$ cat src/rtl/uart_pkg.sv
// AXI4-Lite request/response structs shared by the UART bridge and its bus peers.
package uart_pkg;

  typedef struct packed {
    logic [31:0] aw_addr;
    logic [2:0]  aw_prot;
    logic        aw_valid;
    logic [31:0] w_data;
    logic [3:0]  w_strb;
    logic        w_valid;
    logic        b_ready;
    logic [31:0] ar_addr;
    logic [2:0]  ar_prot;
    logic        ar_valid;
    logic        r_ready;
  } axil_req_t;

  typedef struct packed {
    logic        aw_ready;
    logic        w_ready;
    logic        b_valid;
    logic [1:0]  b_resp;
    logic        ar_ready;
    logic        r_valid;
    logic [31:0] r_data;
    logic [1:0]  r_resp;
  } axil_resp_t;

endpackage

$ cat src/rtl/uart_axil_bridge.sv
// UART byte-stream to AXI4-Lite initiator: decodes 'W'/'R' frames, issues one
// bus transaction per frame and streams back a status byte (plus read data).
module uart_axil_bridge #(
  parameter type         req_t          = uart_pkg::axil_req_t,
  parameter type         resp_t         = uart_pkg::axil_resp_t,
  parameter int unsigned ADDR_WIDTH     = 32,
  parameter int unsigned DATA_WIDTH     = 32,
  parameter int unsigned TIMEOUT_CYCLES = 100000
) (
  input  logic       clk_i,
  input  logic       arst_ni,
  input  logic [7:0] rx_data_i,
  input  logic       rx_valid_i,
  output logic       rx_ready_o,
  output logic [7:0] tx_data_o,
  output logic       tx_valid_o,
  input  logic       tx_ready_i,
  output req_t       req_o,
  input  resp_t      resp_i,
  output logic       busy_o
);

  typedef enum logic [2:0] {
    S_IDLE, S_GET_ADDR, S_GET_DATA, S_WR_REQ, S_WR_RESP, S_RD_REQ, S_RD_RESP, S_SEND
  } state_t;

  state_t                  r_state, w_next;
  logic                    r_is_wr;
  logic [1:0]              r_cnt;
  logic [ADDR_WIDTH-1:0]   r_addr;
  logic [DATA_WIDTH-1:0]   r_data;
  logic                    r_aw_valid, r_w_valid, r_ar_valid;
  logic [31:0]             r_buf;
  logic [2:0]              r_len;
  logic                    r_tx_valid;
  logic [7:0]              r_tx_data;
  logic [31:0]             r_tmo;

  logic w_rx_hs, w_tx_hs, w_collect, w_tmo, w_known, w_aw_done, w_w_done;

  assign w_collect  = (r_state == S_GET_ADDR) || (r_state == S_GET_DATA);
  assign rx_ready_o = (r_state == S_IDLE) || w_collect;
  assign w_rx_hs    = rx_valid_i && rx_ready_o;
  assign w_tx_hs    = r_tx_valid && tx_ready_i;
  assign w_known    = (rx_data_i == 8'h57) || (rx_data_i == 8'h52);
  assign w_tmo      = (TIMEOUT_CYCLES != 0) && w_collect && (r_tmo == TIMEOUT_CYCLES);
  assign w_aw_done  = !r_aw_valid || resp_i.aw_ready;
  assign w_w_done   = !r_w_valid  || resp_i.w_ready;
  assign busy_o     = (r_state != S_IDLE);
  assign tx_valid_o = r_tx_valid;
  assign tx_data_o  = r_tx_data;

  always_ff @(posedge clk_i or negedge arst_ni) begin
    if (!arst_ni) r_state <= S_IDLE;
    else          r_state <= w_next;
  end

  // An accepted byte wins over a timeout landing in the same cycle.
  always_comb begin
    w_next = r_state;
    case (r_state)
      S_IDLE:     if (w_rx_hs) w_next = w_known ? S_GET_ADDR : S_SEND;
      S_GET_ADDR: if (w_rx_hs) begin
                    if (r_cnt == 2'd3) w_next = r_is_wr ? S_GET_DATA : S_RD_REQ;
                  end else if (w_tmo) w_next = S_IDLE;
      S_GET_DATA: if (w_rx_hs) begin
                    if (r_cnt == 2'd3) w_next = S_WR_REQ;
                  end else if (w_tmo) w_next = S_IDLE;
      S_WR_REQ:   if (w_aw_done && w_w_done) w_next = S_WR_RESP;
      S_WR_RESP:  if (resp_i.b_valid) w_next = S_SEND;
      S_RD_REQ:   if (resp_i.ar_ready) w_next = S_RD_RESP;
      S_RD_RESP:  if (resp_i.r_valid) w_next = S_SEND;
      S_SEND:     if (w_tx_hs && (r_len == 3'd0)) w_next = S_IDLE;
      default:    w_next = S_IDLE;
    endcase
  end

  always_ff @(posedge clk_i or negedge arst_ni) begin
    if (!arst_ni) begin
      r_is_wr    <= 1'b0;
      r_cnt      <= 2'd0;
      r_addr     <= '0;
      r_data     <= '0;
      r_aw_valid <= 1'b0;
      r_w_valid  <= 1'b0;
      r_ar_valid <= 1'b0;
      r_buf      <= '0;
      r_len      <= 3'd0;
      r_tx_valid <= 1'b0;
      r_tx_data  <= 8'h00;
      r_tmo      <= '0;
    end else begin
      case (r_state)
        S_IDLE: begin
          r_cnt <= 2'd0;
          r_tmo <= '0;
          if (w_rx_hs) begin
            r_is_wr <= (rx_data_i == 8'h57);
            if (!w_known) begin
              r_tx_valid <= 1'b1;
              r_tx_data  <= 8'hEE;
              r_len      <= 3'd0;
            end
          end
        end
        // The 2-bit counter wraps to 0 on the 4th byte, so it is clear on entry to GET_DATA.
        S_GET_ADDR, S_GET_DATA: begin
          if (w_rx_hs) begin
            r_cnt <= r_cnt + 2'd1;
            r_tmo <= '0;
            if (r_state == S_GET_ADDR) r_addr <= {rx_data_i, r_addr[ADDR_WIDTH-1:8]};
            else                       r_data <= {rx_data_i, r_data[DATA_WIDTH-1:8]};
            if (r_cnt == 2'd3) begin
              if (r_state == S_GET_DATA) begin
                r_aw_valid <= 1'b1;
                r_w_valid  <= 1'b1;
              end else if (!r_is_wr) begin
                r_ar_valid <= 1'b1;
              end
            end
          end else begin
            r_tmo <= r_tmo + 32'd1;
          end
        end
        S_WR_REQ: begin
          if (resp_i.aw_ready) r_aw_valid <= 1'b0;
          if (resp_i.w_ready)  r_w_valid  <= 1'b0;
        end
        S_WR_RESP: if (resp_i.b_valid) begin
          r_tx_valid <= 1'b1;
          r_tx_data  <= 8'hA0 | {6'd0, resp_i.b_resp};
          r_len      <= 3'd0;
        end
        S_RD_REQ: if (resp_i.ar_ready) r_ar_valid <= 1'b0;
        S_RD_RESP: if (resp_i.r_valid) begin
          r_tx_valid <= 1'b1;
          r_tx_data  <= 8'hA0 | {6'd0, resp_i.r_resp};
          r_buf      <= resp_i.r_data;
          r_len      <= 3'd4;
        end
        S_SEND: if (w_tx_hs) begin
          if (r_len == 3'd0) begin
            r_tx_valid <= 1'b0;
          end else begin
            r_tx_data <= r_buf[7:0];
            r_buf     <= {8'h00, r_buf[31:8]};
            r_len     <= r_len - 3'd1;
          end
        end
        default: ;
      endcase
    end
  end

  always_comb begin
    req_o          = '0;
    req_o.aw_addr  = r_addr;
    req_o.aw_valid = r_aw_valid;
    req_o.w_data   = r_data;
    req_o.w_strb   = 4'hF;
    req_o.w_valid  = r_w_valid;
    req_o.b_ready  = (r_state == S_WR_RESP);
    req_o.ar_addr  = r_addr;
    req_o.ar_valid = r_ar_valid;
    req_o.r_ready  = (r_state == S_RD_RESP);
  end

endmodule

$ cat config.mk
export PLATFORM = sky130hd
export DESIGN_NAME = uart_axil_bridge
export DESIGN_NICKNAME = d
export VERILOG_FILES = /design/src/rtl/uart_pkg.sv /design/src/rtl/uart_axil_bridge.sv
export SDC_FILE = /design/constraint.sdc
export NUM_CORES = 1
export LEC_CHECK = 0
export ABC_AREA = 1
export BUFFER_PORTS_ARGS = -buffer_cell sky130_fd_sc_hd__buf_2
export CORE_UTILIZATION = 25
export CTS_CLUSTER_DIAMETER = 40
export DETAILED_ROUTE_END_ITERATION = 12
export GPL_ROUTABILITY_DRIVEN = 0
export SLEW_MARGIN = 20
export SYNTH_ARGS = -nofsm -noshare
export SYNTH_HDL_FRONTEND = slang
export SYNTH_SLANG_ARGS = --single-unit
$ cat constraint.sdc
create_clock -name clk_i -period 1.5 [get_ports clk_i]
set_clock_uncertainty 0.05 [all_clocks]
set_input_delay 0.075 -clock clk_i [delete_from_list [all_inputs] [get_ports clk_i]]
set_output_delay 0.075 -clock clk_i [all_outputs]
set_load 0.1 [all_outputs]
# After elaboration in Yosys (flattened, before gate mapping)
# Index checks and enable logic that the tools add are counted.
# classes
addsub	3
eq_ne	30
mux	56
n_bitwise	1
reduce_logical	32
# ops
cell	n
$mux W32	4
$pmux W32 S2	2
$mux W3	19
$mux W8	6
$add A32 B1 Y32 const B	1
$eq A32 B17 Y1 const B	1
$pmux W8 S4	1
$ne A2 B2 Y1 const B	15
$pmux W3 S8	1
$eq A8 B7 Y1 const B	2
$mux W1	16
$reduce_and A7 Y1	2
$eq A3 B3 Y1 const B	4
$pmux W3 S4	1
$reduce_and A5 Y1	2
$reduce_and A8 Y1	1
$reduce_bool A2 Y1	4
$eq A3 B2 Y1 const B	2
$logic_not A3 Y1	2
$ne A3 B2 Y1 const B	2
$pmux W1 S2	3
$reduce_and A3 Y1	2
$reduce_and A6 Y1	1
$logic_and A1 B1 Y1	5
other kinds (16)	23
# totals
register_bits	149
inputBits	53
out_inout_bits	122
word_cells	135

# Depth between registers and ports, before layout
# Gate-level depths: netlist of run 1.
# depth
ltp_word	6
mapped_depth	12
depth_no_buf	12

# Worst setup path before layout of run 1
# OpenSTA, ideal clock, no wires.
# synth_path
path_kind	flip-flop to flip-flop
from	register r_state[0]
to	register r_tx_data[0], in the netlist tx_data_o[0]
setup_time_ns	0.082
arrival_ns	2.637
required_ns	1.368
path_slack_ns	-1.268
stages_incl_launch_ff	11
path_buffers	1
synth_period_minus_slack_ns	2.768
path_cell_list	dfrtp_1 > inv_2 > nand2_4 > nor2_1 > nand2_1 > nand2_1 > nor3b_1 > nand2_1 > buf_2 > nand2_1 > o21ai_1
# synth_rtl
item	line	text
from (decl)	uart_axil_bridge.sv:27	state_t r_state, w_next;
from (signal assigned)	uart_axil_bridge.sv:55	else r_state <= w_next;
to (signal assigned)	uart_axil_bridge.sv:131	r_tx_data <= 8'hA0 | {6'd0, resp_i.b_resp};
to (signal assigned)	uart_axil_bridge.sv:137	r_tx_data <= 8'hA0 | {6'd0, resp_i.r_resp};
to (signal assigned)	uart_axil_bridge.sv:145	r_tx_data <= r_buf[7:0];
to (decl)	uart_axil_bridge.sv:36	logic [7:0] r_tx_data;

# Worst setup path after layout of run 1
# layout_path
from	register r_state[1]
to	register r_tmo[8]
# layout_via
elab_chain_len	6
elab_cells_between_ends	10
classes_between	eq/ne (2); mux (2); reduce/logical (6)
# layout_lines
item	line	text
$eq A3 B1 Y1 / $eq A3 B2 Y1 (equally long branches)	uart_axil_bridge.sv:41, uart_axil_bridge.sv:93	
$logic_or A1 B1 Y1	uart_axil_bridge.sv:41	assign w_collect = (r_state == S_GET_ADDR) || (r_state == S_GET_DATA);
$logic_or A1 B1 Y1	uart_axil_bridge.sv:42	assign rx_ready_o = (r_state == S_IDLE) || w_collect;
$logic_and A1 B1 Y1	uart_axil_bridge.sv:43	assign w_rx_hs = rx_valid_i && rx_ready_o;
$mux W32	uart_axil_bridge.sv:108	if (w_rx_hs) begin
$pmux W32 S2	uart_axil_bridge.sv:93	case (r_state)
to (signal assigned)	uart_axil_bridge.sv:122	r_tmo <= r_tmo + 32'd1;
to (decl)	uart_axil_bridge.sv:37	logic [31:0] r_tmo;
# Several ways; a longest one is shown, not always the timed one.
# A chain may end at the register's enable or synchronous reset.

==> results.sh, run 1 <==
export IMPL_status="finished with violations"
export IMPL_violations="negative setup slack"
export IMPL_yosys_register_bits=149
export IMPL_numCtsBuffers=17
export IMPL_numPortBuffers=164
export IMPL_post_synth_top_count_cell="nand2_1"
export IMPL_cts_path_max_buffers=2
export IMPL_tightest_slew_ps=538
export IMPL_synth_top_cells_by_count="204 x nand2_1, 149 x dfrtp_1, 109 x o21ai_0, 104 x inv_1, 104 x nor2_1"
export IMPL_fin_nets=1361
export IMPL_placed_cells=1550
export IMPL_setup_violations=137
export IMPL_cp_cell_sequence="buf_8 -> nor2_4 -> nand2_8 -> nand2_8 -> buf_12 -> nand2_8 -> inv_8 -> buf_12 -> nand3_1 -> o21ai_0"
export IMPL_finalInstanceArea_mm2=0.0131
export IMPL_postSynthCellCount=947
export IMPL_die_h_um=177
export IMPL_synth_seq_area_share_pct=48.7
export IMPL_cp_slowest_stage_delay_ps=470
export IMPL_core_area_mm2=0.0299
export IMPL_routed_via_density=4.64
export IMPL_first_global_vias=7413
export IMPL_critPathKind="flip-flop to flip-flop"
export IMPL_rows=63
export IMPL_syn_to_final_growth_pct=70.4
export IMPL_io_pins=175
export IMPL_vias=7928
export IMPL_syn_area_per_cell_um2=8.09
export IMPL_grt_pass1_wl_mm=38.8
export IMPL_grt_setup_unrepaired="true"
export IMPL_ys_types=42
export IMPL_first_pass_iters=5
export IMPL_critPathArrivalTime_ps=2040
export IMPL_remaining_drc_errors=0
export IMPL_clk_latency_ps=430
export IMPL_layout_drive_gt1_share_pct=51.0
export IMPL_setup_worst_path_end_class="flip-flop"
export IMPL_start_util_pct=25.6
export IMPL_n_fill_cell=2781
export IMPL_synth_ff_type="dfrtp_1"
export IMPL_ant_nets=0
export IMPL_yosys_warnings=0
export IMPL_crit_fanout=6
export IMPL_post_route_util_pct=43.7
export IMPL_synthTopCellsByArea="dfrtp_1 49%, nand2_1 10%, o21ai_0 7.1%"
export IMPL_fin_cells=1707
export IMPL_required_ps=1790
export IMPL_post_dp_hpwl_mm=16.6
export IMPL_slew_headroom_pct=64.4
export IMPL_cp_top_family="simple AND/OR/NAND/NOR gates"
export IMPL_grt_max_degree=54
export IMPL_fin_ws_ps=-246
export IMPL_yosysTopAreaCellShare_pct=48.7
export IMPL_routed_wl_mm=27.3
export IMPL_yosys_area_top_type="dfrtp_1"
export IMPL_die_w_um=177
export IMPL_async_reset_ff_share_pct=100
export IMPL_finalHoldViolations=0
export IMPL_tritoncts="yes"
export IMPL_finalMaxSlewViolations=0
export IMPL_cts_root_buf="clkbuf_16"
export IMPL_clock_fmax_mhz=573
export IMPL_drtIter0Drc=505
export IMPL_cts_sinks=149
export IMPL_synth_area_mm2=0.00766
export IMPL_hold_path_class="input port to async pin"
export IMPL_overflow=0
export IMPL_grtUsageTotal_pct=15.9
export IMPL_ctsHtreeMaxLevel=4
export IMPL_crit_path_frequent_cell="nand2_8"
export IMPL_timing_final_crit_period_ps=1750
export IMPL_die_area_mm2=0.0313
export IMPL_crit_buf_inv=4
export IMPL_crit_slowest_cell="dfrtp_2"
export IMPL_synth_edff_count=0
export IMPL_drv_cap=0
export IMPL_dpl_cell_area_mm2=0.00962
export IMPL_fin_crit_sh_pct=116
export IMPL_start_kind="flip-flop"
export IMPL_hold_ws_ps=7.74
export IMPL_antenna_found_initial=2
export IMPL_detail_route_wl_per_cell_um=16.0
export IMPL_clk_pin_slew_worst_paths_ps=70
==> per-layer routing <==
metal,global-route usage (%),routed length [um],up-vias
met1,19.6,11300,3861
met5,0,12,-
met4,5.85,758,2
met3,3.35,1310,49
li1,-,-,3756
met2,27.2,14000,260
==> state kept, by name, indices dropped and copies added, names as in the netlist <==
| name | cells |
|---|---|
| r_tmo | 32 |
| r_len | 3 |
| r_buf | 32 |
| r_ar_valid | 1 |
| tx_valid_o | 1 |
| r_aw_valid | 1 |
| r_is_wr | 1 |
| r_data | 32 |
| r_cnt | 2 |
| tx_data_o | 8 |
| r_addr | 32 |
| r_w_valid | 1 |
| r_state | 3 |
==> metrics by stage <==
step	setup slack, ps	TNS [ps]
final	-246	-21120
after global routing	-332	-30730
after CTS	-207	-15480
after detailed placement	-253	-16540
after global placement	-218	-14660
after floorplan	-419	-21150
==> logic make-up (layout without fill, tap and decap cells) <==
family / count (synthesis) / after routing / synth area share, %
DFF: 149 / 149 / 48.7
muxes: 16 / 16 / 2.35
adders and majority gates: 5 / 5 / 0.817
AOI/OAI and AO/OA: 175 / 175 / 12.4
xor gates and xnor gates: 6 / 6 / 0.686
buffers and inverters: 187 / 548 / 12.1
and+or+nand+nor: 407 / 407 / 22.9
other: 2 / 11 / 0.0980
==> worst paths after layout <==
| kind | startpoint | end | slack (ps) | depth (start not counted) |
|---|---|---|---|---|
| worst max-delay path | r_state[1] | r_tmo[8] | -250 | 10 |
| worst min-delay path | arst_ni | r_tmo[28] | 8 | 2 |
| worst max register to register | r_state[1] | r_tmo[8] | -250 | 10 |
| worst min register to register | r_cnt[1] | r_cnt[1] | 440 | 2 |
| max in group asynchronous | arst_ni | r_addr[19] | 830 | 3 |
| min in group clk_i | rx_data_i[7] | r_is_wr | 20 | 4 |
==> timing repair <==
action | 4_1_cts | 5_1_grt
setup buffers | 32 | 37
endpoints found under the setup margin | 141 | 160
hold endpoints to repair | 198 | 0
gates resized for setup | 172 | 316
hold buffers | 42 | 0
pin swaps | 36 | 92
gates cloned | 10 | 10
==> placed cells by master (no fill, tap or decap), types with 20 or more instances in the layout <==
| cell | n |
|---|---|
| buf_6 | 46 |
| dfrtp_1 | 142 |
| nand3_1 | 30 |
| nor2_1 | 53 |
| nand2_2 | 51 |
| nand4_1 | 21 |
| clkbuf_16 | 25 |
| o21ai_1 | 50 |
| buf_2 | 151 |
| nand2_4 | 21 |
| inv_1 | 89 |
| o21ai_0 | 20 |
| o21ai_2 | 39 |
| nor2_4 | 40 |
| nand2_1 | 133 |
| dlygate4sd3_1 | 42 |
| buf_12 | 22 |
| buf_4 | 117 |
==> area by class of cell <==
class                      instances  area [um2]  share of cell area, %
antenna                            1        2.50                 0.0192
clock buffer                      17         425                   3.26
clock inverter                    15         159                   1.22
inverter                         110         468                   3.59
multi-input combinational        619        4200                   32.2
sequential                       149        3740                   28.6
tap                              390         488                   3.74
timing repair buffer             406        3570                   27.4
Power of run 1 is not shown: default switching activity piles up to over one toggle a cycle in this logic, so the estimate is an artifact.
==> run 2, diff against run 1 <==
- CORE_ASPECT_RATIO: not set -> 0.75
- CTS_CLUSTER_SIZE: not set -> 8
==> run 2 against run 1 <==
The flow still finishes with violations (negative setup slack). Global-route usage decreased by 0.44 points. Non-clock buffer count shrank 17. Utilization is 2.5 points lower. First-iteration DRC count is 7.5% higher. Die area is essentially flat. Routed wire length shrank 7.0%. Register-to-register slack about the same. Largest cell class unchanged. Highest routed layer is now met4.
==> results.sh, run 2 (same netlist as run 1, synthesis figures left out) <==
export IMPL_clock_fmax_mhz=572
export IMPL_fin_crit_sh_pct=116
export IMPL_timing_final_crit_period_ps=1750
export IMPL_required_ps=1780
export IMPL_grt_pass1_wl_mm=37.9
export IMPL_worstHoldStart="resp_i[37]"
export IMPL_n_fill_cell=2879
export IMPL_fin_nets=1344
export IMPL_regArea_mm2=0.00374
export IMPL_overflow=0
export IMPL_fin_ws_ps=-247
export IMPL_tritoncts="yes"
export IMPL_clk_latency_ps=440
export IMPL_numPortBuffers=164
export IMPL_crit_fanout=7
export IMPL_hold_path_end="tx_data_o[1]"
export IMPL_finalHoldViolations=0
export IMPL_critPathKind="flip-flop to flip-flop"
export IMPL_cts_root_buf="clkbuf_16"
export IMPL_numCtsBuffers=17
export IMPL_setup_worst_path_end_class="flip-flop"
export IMPL_clk_pin_slew_worst_paths_ps=70
export IMPL_core_area_mm2=0.0301
export IMPL_die_area_mm2=0.0314
export IMPL_io_pins=175
export IMPL_setup_violations=134
export IMPL_fin_tns_setup_ps=-17650
export IMPL_slew_headroom_pct=64.5
export IMPL_drtIter0Drc=543
export IMPL_rr_worst_depth=9
export IMPL_crit_buf_inv=4
export IMPL_holdPathStages=5
export IMPL_syn_to_final_growth_pct=62.1
export IMPL_cts_sinks=149
export IMPL_first_pass_iters=5
export IMPL_antenna_found_initial=0
export IMPL_r2r_slack_ps=-250
export IMPL_layout_drive_gt1_share_pct=46.3
export IMPL_ctsHtreeMaxLevel=4
export IMPL_routed_wl_mm=25.4
export IMPL_cts_path_max_buffers=2
export IMPL_drv_cap=0
export IMPL_tightest_slew_ps=536
export IMPL_vias=7700
export IMPL_cp_cell_sequence="buf_6 -> nor2_4 -> nand2_4 -> buf_6 -> nand2_4 -> clkinvlp_4 -> buf_6 -> nand2_2 -> nor2_1"
export IMPL_final_common_cell="nand2_1"
export IMPL_crit_slowest_cell="dfrtp_2"
export IMPL_routed_via_density=4.53
export IMPL_start_util_pct=25.4
export IMPL_status="finished with violations"
export IMPL_reg2reg_from="r_state[1]"
export IMPL_start_kind="flip-flop"
export IMPL_ant_nets=0
export IMPL_violations="negative setup slack"
export IMPL_detail_route_wl_per_cell_um=15.0
export IMPL_grtUsageTotal_pct=15.5
export IMPL_rows=55
export IMPL_cp_top_family="buffers and inverters"
export IMPL_remaining_drc_errors=0
export IMPL_grt_max_degree=41
export IMPL_die_h_um=154
export IMPL_crit_path_frequent_cell="buf_6"
export IMPL_die_w_um=204
export IMPL_finalMaxSlewViolations=0
export IMPL_first_global_vias=7168
export IMPL_multi_input_area_mm2=0.00390
export IMPL_critPathArrivalTime_ps=2020
export IMPL_cp_slowest_stage_delay_ps=480
export IMPL_antenna_cells=0
export IMPL_post_dp_hpwl_mm=16.7
export IMPL_layout_common_cells="153 x nand2_1, 138 x dfrtp_1, 135 x buf_2"
export IMPL_grt_setup_unrepaired="true"
export IMPL_hold_path_class="input port to flip-flop"
export IMPL_worstReg2RegEnd="r_tmo[14]"
## run 2: cell types whose count changed in the layout (fill, tap and decap cells not counted), moves of 7 or more
cell,change
o21ai_2,-25
o21ai_0,+21
nand2_1,+20
buf_2,-16
buf_6,-14
nand2_2,-14
nor2_4,-14
nor2_2,+12
clkbuf_4,+11
buf_4,+10
a21oi_2,-7
## run 2: routing by layer
metal	GRT usage [%]	wire, um	vias up
li1	-	-	3714
met1	22.1	12100	3725
met2	23.6	11800	235
met3	3.16	1220	26
met4	4.19	336	0
met5	0	0	-
## run 2: worst register-to-register path: cells and delay by family (launching register included)
kind	cells	cell delay, ps
buffers and inverters	4	750
DFF	1	480
and+or+nand+nor	5	370
## run 2: area by class of cell
class | instances | share of cell area [%]
clock buffers | 17 | 3.43
clock inverters | 15 | 0.988
inverters | 110 | 3.62
multi-input cells | 619 | 31.4
flip-flops and latches | 149 | 30.1
well taps | 399 | 4.02
repair buffers | 389 | 26.4
## run 2: repair_timing
action                     in CTS  in global routing
cloned                          5                 10
setup buffers                  17                 13
hold endpoints to repair      200                  0
pin swaps                      13                 63
gates resized for setup       105                271
setup endpoints to repair     144                145
hold buffers                   45                  0
## run 2: metrics by stage
| stage | cells | cell area (um2) | worst slack (ps) | util (%) | hold WS [ps] |
|---|---|---|---|---|---|
| floorplan | 955 | 7750 | -419 | - | -271 |
| global placement | 1579 | 9780 | -229 | 32.4 | -37.9 |
| detailed placement | 1579 | 9780 | -244 | 32.4 | -42.2 |
| CTS | 1678 | 11300 | -213 | 37.4 | 30.2 |
| global route | 1698 | 12400 | -321 | 41.2 | 69.1 |
| finish | 1698 | 12400 | -247 | 41.2 | 51.7 |
## run 2: worst max-delay path by stage
stage | start | to | slack, ps | cells after the start
floorplan | r_state[0] | r_buf[2] | -420 | 7
global placement | r_state[2] | r_tmo[6] | -230 | 7
detailed placement | r_tmo[0] | r_tmo[14] | -240 | 10
CTS | r_state[1] | rx_ready_o | -210 | 6
global route | r_state[1] | r_tmo[14] | -320 | 9
finish | r_state[1] | r_tmo[14] | -250 | 9
Power of run 2 is left out for the same reason.
